`src/rtl/xs3_pkg.sv`:
```
// Shared Excess-3 constants and the packer FSM state encoding.
package xs3_pkg;

    // Excess-3 code = BCD digit + 3; legal codes span 3..12.
    localparam logic [3:0] XS3_OFFSET = 4'd3;
    localparam logic [3:0] XS3_MIN    = 4'b0011;
    localparam logic [3:0] XS3_MAX    = 4'b1100;

    // Packer FSM encoding. Kept as plain constants so older tools and
    // existing waveform decoders keep working.
    localparam logic [0:0] ST_COLLECT = 1'b0;
    localparam logic [0:0] ST_HOLD    = 1'b1;

endpackage

```
`src/rtl/xs3_digit_packer_if.sv`:
```
// Digit-in / word-out handshake bundle for the Excess-3 packer.
// master = upstream digit source plus downstream word sink (the environment),
// slave  = the packer itself.
interface xs3_digit_packer_if #(
    parameter int DIGITS = 4
) ();

    // frame control
    logic                  abort;

    // digit input channel
    logic                  in_valid;
    logic                  in_ready;
    logic [3:0]            in_digit;

    // packed word output channel
    logic                  out_valid;
    logic                  out_ready;
    logic [4*DIGITS-1:0]   out_bcd;
    logic                  out_err;

    modport master (
        output abort,
        output in_valid,
        output in_digit,
        input  in_ready,
        input  out_valid,
        input  out_bcd,
        input  out_err,
        output out_ready
    );

    modport slave (
        input  abort,
        input  in_valid,
        input  in_digit,
        output in_ready,
        output out_valid,
        output out_bcd,
        output out_err,
        input  out_ready
    );

endinterface

```
`src/rtl/xs3_digit_decode.sv`:
```
// Combinational Excess-3 to 8421 BCD digit decoder.
// Illegal codes decode to zero so that downstream packing never sees a
// value above 9; the illegal flag lets the consumer track the error.
import xs3_pkg::*;

module xs3_digit_decode (
    input  logic [3:0] xs3,
    output logic [3:0] bcd,
    output logic       illegal
);

    // Range check against the legal Excess-3 window, then remove the offset.
    always_comb begin
        illegal = (xs3 < XS3_MIN) || (xs3 > XS3_MAX);
        bcd     = illegal ? 4'd0 : (xs3 - XS3_OFFSET);
    end

endmodule

```
`src/rtl/xs3_digit_packer.sv`:
```
// Serial Excess-3 digit receiver: collects DIGITS digits (MSD first),
// converts each to BCD and presents the packed word with a sticky error flag.
// Two states: COLLECT accepts digits, HOLD presents the word until taken.
// There is no bypass from HOLD back to accepting in the same cycle, so the
// sustained rate is one word per DIGITS+1 cycles.
import xs3_pkg::*;

module xs3_digit_packer #(
    parameter int DIGITS = 4
) (
    input  logic               clk,
    input  logic               rst,
    xs3_digit_packer_if.slave  bus
);

    // count only ever holds 0..DIGITS-1; it wraps to 0 on the last digit.
    localparam int             CW   = (DIGITS > 1) ? $clog2(DIGITS) : 1;
    localparam logic [CW-1:0]  LAST = CW'(DIGITS - 1);

    logic [0:0]           state;
    logic [CW-1:0]        count;
    logic [4*DIGITS-1:0]  shreg;
    logic                 err_acc;

    logic [3:0]           dec_bcd;
    logic                 dec_ill;
    logic [4*DIGITS-1:0]  shreg_nxt;
    logic                 err_nxt;
    logic                 in_xfer;
    logic                 out_xfer;

    xs3_digit_decode u_dec (
        .xs3     (bus.in_digit),
        .bcd     (dec_bcd),
        .illegal (dec_ill)
    );

    // Handshake outputs are pure state decodes; the word is the shift register.
    assign bus.in_ready  = (state == ST_COLLECT);
    assign bus.out_valid = (state == ST_HOLD);
    assign bus.out_bcd   = shreg;
    assign bus.out_err   = err_acc;

    // An abort in COLLECT swallows any digit offered in the same cycle.
    assign in_xfer  = bus.in_valid && (state == ST_COLLECT) && !bus.abort;
    assign out_xfer = bus.out_ready && (state == ST_HOLD);

    // New digit enters the LSB nibble; older digits move toward the MSD.
    generate
        if (DIGITS == 1) begin : g_shift_one
            assign shreg_nxt = dec_bcd;
        end else begin : g_shift_many
            assign shreg_nxt = {shreg[4*DIGITS-5:0], dec_bcd};
        end
    endgenerate

    // The first digit of a word starts a fresh error accumulation.
    assign err_nxt = ((count == '0) ? 1'b0 : err_acc) | dec_ill;

    // FSM, digit counter, shift register and error accumulator.
    always_ff @(posedge clk) begin
        if (rst) begin
            state   <= ST_COLLECT;
            count   <= '0;
            shreg   <= '0;
            err_acc <= 1'b0;
        end else begin
            case (state)
                ST_COLLECT: begin
                    if (bus.abort) begin
                        count   <= '0;
                        shreg   <= '0;
                        err_acc <= 1'b0;
                    end else if (in_xfer) begin
                        shreg   <= shreg_nxt;
                        err_acc <= err_nxt;
                        if (count == LAST) begin
                            count <= '0;
                            state <= ST_HOLD;
                        end else begin
                            count <= count + 1'b1;
                        end
                    end
                end
                ST_HOLD: begin
                    // Abort is deliberately ignored here: a finished word
                    // is always delivered.
                    if (out_xfer) begin
                        state <= ST_COLLECT;
                    end
                end
                default: state <= ST_COLLECT;
            endcase
        end
    end

endmodule

```
`src/flat_wrapper.sv`:
```
// flat-port wrapper written by rule: the top's interface ports become plain ports
module xs3_digit_packer_flat 
#(
    parameter int DIGITS = 4
)
  (clk, rst, bus_abort, bus_in_valid, bus_in_digit, bus_in_ready, bus_out_valid, bus_out_bcd, bus_out_err, bus_out_ready);
  xs3_digit_packer_if #(.DIGITS(DIGITS)) bus_i ();
  input  logic clk;
  input  logic rst;
  input wire logic [$bits(bus_i.abort)-1:0] bus_abort;
  input wire logic [$bits(bus_i.in_valid)-1:0] bus_in_valid;
  input wire logic [$bits(bus_i.in_digit)-1:0] bus_in_digit;
  output wire logic [$bits(bus_i.in_ready)-1:0] bus_in_ready;
  output wire logic [$bits(bus_i.out_valid)-1:0] bus_out_valid;
  output wire logic [$bits(bus_i.out_bcd)-1:0] bus_out_bcd;
  output wire logic [$bits(bus_i.out_err)-1:0] bus_out_err;
  input wire logic [$bits(bus_i.out_ready)-1:0] bus_out_ready;
  assign bus_i.abort = bus_abort;
  assign bus_i.in_valid = bus_in_valid;
  assign bus_i.in_digit = bus_in_digit;
  assign bus_in_ready = bus_i.in_ready;
  assign bus_out_valid = bus_i.out_valid;
  assign bus_out_bcd = bus_i.out_bcd;
  assign bus_out_err = bus_i.out_err;
  assign bus_i.out_ready = bus_out_ready;
  xs3_digit_packer #(.DIGITS(DIGITS)) u_core (.clk(clk), .rst(rst), .bus(bus_i));
endmodule
```
`config.mk`:
```
export PLATFORM = sky130hd
export DESIGN_NAME = xs3_digit_packer_flat
export DESIGN_NICKNAME = d
export VERILOG_FILES = /design/src/rtl/xs3_pkg.sv /design/src/rtl/xs3_digit_packer_if.sv /design/src/rtl/xs3_digit_decode.sv /design/src/rtl/xs3_digit_packer.sv /design/src/flat_wrapper.sv
export SDC_FILE = /design/constraint.sdc
export NUM_CORES = 1
export LEC_CHECK = 0
export ABC_AREA = 1
export BUFFER_PORTS_ARGS = -buffer_cell sky130_fd_sc_hd__buf_4
export CAP_MARGIN = 10
export CORE_ASPECT_RATIO = 1.5
export CORE_MARGIN = 2
export CORE_UTILIZATION = 30
export DETAILED_ROUTE_END_ITERATION = 16
export GPL_ROUTABILITY_DRIVEN = 0
export HOLD_SLACK_MARGIN = 0.08
export PLACE_DENSITY_LB_ADDON = 0.15
export SLEW_MARGIN = 20
export SYNTH_ARGS = -nofsm -noshare
export SYNTH_HDL_FRONTEND = slang
export SYNTH_SLANG_ARGS = --single-unit
```
`constraint.sdc`:
```
create_clock -name clk -period 1.3 [get_ports clk]
set_clock_uncertainty 0.2 [all_clocks]
set_input_delay 0.26 -clock clk [delete_from_list [all_inputs] [get_ports clk]]
set_output_delay 0.26 -clock clk [all_outputs]
set_load 0.005 [all_outputs]
```
==> results.md <==
- The run finished with clean final reports.
- The category of the worst setup path capture point is an output port.
- STA classifies the critical path startpoint as a register.
- The setup slack at placement is -0.0699 ns.
- The count of endpoints failing hold in the final timing report is 0.
- Synthesis inferred 20 register bits.
- In this run the remaining antenna-violating nets after routing total 0.
- From synthesis to final layout, the design area changed by 37.9%.
- After synthesis the cells add up to 908 um^2.
- The first-pass detailed-route iteration total is 3.
- The via count of the first global-routing pass was about 760.
- The path category of the worst min-delay check is input port to register.
- Leaving out fill and tap cells, the most frequent cell in the layout is sky130_fd_sc_hd__nand2_1.
- For the worst setup path, the data required time is ~0.84 ns.
- The biggest cell delay along the critical path is 0.36 ns.
- The die span in x is 48.9 um.
- The via count is 801.
- The share of post-route cells with drive strength above 1 is 37.3%.
- The final count of negative-setup-slack endpoints is 0.
- Clock latency on the worst-skew pair, taken at its later pin, is roughly 0.26 ns.
- The finished cells cover 1250 um^2.
- The height of the chip is 71.4 um.
- The standard cell area after detailed placement is 1180 um^2.
- The maximum clock insertion buffer count is 2.
- The worst pin sits at a relative slew slack of 81.2%.
- The number of CTS-inserted buffers is 3.
- In this run the tool buffered the top-level ports with 27 buffer cells.
- The overall overflow remaining after global route is 0.
- The setup check on the worst reg-to-reg path leaves a slack of 0.13 ns.
- The wire length of the first global-routing pass is between 3 and 4 mm.
- The critical path goes through inv_4, buf_4.
- The synthesized area per cell is 8.11 um^2.
- The number of clock sinks is 20.
- The number of DRC markers in iteration 0 is 22.
- The number of buffers added for setup after CTS is 0.
- The root buffer cell is sky130_fd_sc_hd__clkbuf_8.
- The synthesized instance count is 112.
- Setup repair after global routing left no endpoint under its margin.
- In the post-synthesis netlist, the biggest area contributors are sky130_fd_sc_hd__dfxtp_1 44%, sky130_fd_sc_hd__nand2_1 17%, sky130_fd_sc_hd__a21oi_2 9.6%, sky130_fd_sc_hd__a21oi_1 5.5%, sky130_fd_sc_hd__ha_1 5.5%.
- Entering global routing, the biggest net connects 21 pins.
- The number of placement rows is 24.
- The synthesized net count is 125.
- The post-route setup TNS is 0 ns.
- The worst-case reg-to-reg path depth is 6.
- The routed design could run at a clock period as short as 1.26 ns.
- The number of antenna violations at the first check in global routing is 0.
- Dividing total power by cell area gives a power density of 1100 nW/um^2.
- After clock tree synthesis, the clock-pin slew on the worst setup and hold paths is 0.07 ns.
- The slowest stage of the critical path belongs to the cell sky130_fd_sc_hd__dfxtp_2.
- Dividing the detail-routed wire length by the instance count gives 10.4 um.
- The total power draw is 1.38 mW.
- After detailed routing, the total wire length is 1.89 mm.
- At the worst endpoint, the arrival time is 0.80 ns.
- The distinct cell type count of the synthesized netlist is 19.
- The CTS tree is done.
- The number of nets at the end of the flow is 156.
- Based on the critical path, the design can be clocked at up to 791 MHz.
- The overall global routing resource usage is 12.0%.
- CTS built an H-tree with a depth of 1.
- The initial utilization of the core area, before any placement, comes to 31.2%.
- In the routed layout, each cell is associated on average with a via count of 4.43.
- The post-synthesis sequential area ratio is 44.1%.
- The largest total area in the synthesized netlist belongs to sky130_fd_sc_hd__dfxtp_1.
- The critical path class is register to output port.
- The total area inside the core boundary comes to 2910 um^2.
- The detailed placement HPWL is 1.36 mm.
- The repair_antennas step left the layout with diodes totalling 0.
- The actual transition at the worst max-transition pin is 0.281 ns.
- Of all nets on the critical path, the largest fanout is 4.
- The final critical path takes up 97.2% of the cycle.
- For this run, design rule violations remaining after detail routing come to 0.
- The area of the die is 3490 um^2.
- During I/O placement, the number of pins put on the boundary was 28.
- Across all setup checks in the final design, the least slack found is approximately 0.036 ns.
- Across all hold checks on the routed design, the worst slack comes to approximately 0.065 ns.
- The number of slew-limit violations in the final report came to 0.
- Leaving out fill and tap cells, the most frequent cells in the layout are 42 x sky130_fd_sc_hd__nand2_1, 28 x sky130_fd_sc_hd__buf_4, 19 x sky130_fd_sc_hd__dfxtp_1.
- The number of warnings printed during yosys synthesis is 0.
- The tool flagged a number of max-cap violations equal to 0.
- In this run the static leakage power is 0.513 nW.
- The maximum VDD drop is 0.574 mV.
- The number of cells on the worst hold path is 3.
- After synthesis, the largest area contributor takes up 44.1% of total cell area.
[worst max-delay path, delay by kind of cell (launching register included)]
kind                   cells  cell delay, ns
buffers and inverters      2            0.19
flip-flops                 1            0.36
[where the power goes]
part           switching, mW  internal [mW]
sequential           0.00618          0.620
clock                  0.215          0.411
combinational         0.0678         0.0607
total                  0.289           1.09
[through the flow]
stage | util [%] | instances
5_1_grt | 43.0 | 181
4_1_cts | 42.9 | 181
3_5_place_dp | 40.4 | 177
6_report | 43.0 | 181
2_1_floorplan | - | 112
3_3_place_gp | 40.4 | 177
[layer usage]
| metal | vias up | track usage (%) | part of all wire, % |
|---|---|---|---|
| li1 | 412 | - | - |
| met1 | 367 | 12.8 | 42 |
| met5 | - | 0 | 0 |
| met2 | 18 | 21.0 | 52 |
| met4 | 0 | 7.62 | 2.2 |
| met3 | 4 | 2.71 | 4.0 |
[what timing repair did]
item                                    4_1_cts  5_1_grt
resized for setup                             0        2
endpoints found under the hold margin         1        1
endpoints found under the setup margin        0        1
[path summary, 6_finish.rpt]
| kind | startpoint | to |
|---|---|---|
| setup reg to reg | u_core.bus.out_valid | u_core.bus.out_valid |
| setup / recovery | u_core.bus.out_valid | bus_in_ready |
| hold / removal | bus_out_ready | u_core.bus.out_valid |
| hold reg to reg | u_core.bus.out_bcd[15] | u_core.bus.out_bcd[15] |
[cell type report]
class,instances,area [um^2]
tap,39,48.8
inverter,9,36.3
fill,318,1660
clock inverter,1,30.0
timing repair buffer,30,250
sequential,20,402
multi-input combinational,79,444
clock buffer,3,41.3
[cells by family after synthesis]
kind of cell	count (synthesis)	share of synthesized area, %
AND/OR/NAND/NOR	52	24.9
AO/OA/AOI/OAI	22	17.5
flip-flops	20	44.1
buffers and inverters	13	7.03
adder cells (fa/ha/maj)	4	5.51
XOR/XNOR	1	0.964
[cells in the mapped netlist]
master and n:
sky130_fd_sc_hd__nand2_2 2, sky130_fd_sc_hd__buf_6 2, sky130_fd_sc_hd__a21oi_2 10, sky130_fd_sc_hd__nand3b_4 1, sky130_fd_sc_hd__o21ai_0 1, sky130_fd_sc_hd__clkbuf_1 2, sky130_fd_sc_hd__o21ai_4 1, sky130_fd_sc_hd__nand2_1 42
sky130_fd_sc_hd__or2_2 1, sky130_fd_sc_hd__nor2_1 3, sky130_fd_sc_hd__a21oi_1 10, sky130_fd_sc_hd__inv_1 7, sky130_fd_sc_hd__dfxtp_1 20, sky130_fd_sc_hd__nand3b_1 1, sky130_fd_sc_hd__inv_2 2, sky130_fd_sc_hd__nor2_2 1
sky130_fd_sc_hd__ha_1 4, sky130_fd_sc_hd__xnor2_1 1, sky130_fd_sc_hd__nand3_1 1
[sequential cells by signal, indices dropped and copies added, names as in the netlist]
signal,count
u_core.bus.out_bcd,16
u_core.count,2
u_core.bus.out_err,1
u_core.bus.out_valid,1
No activity file was read; power rests on OpenSTA's default activity.
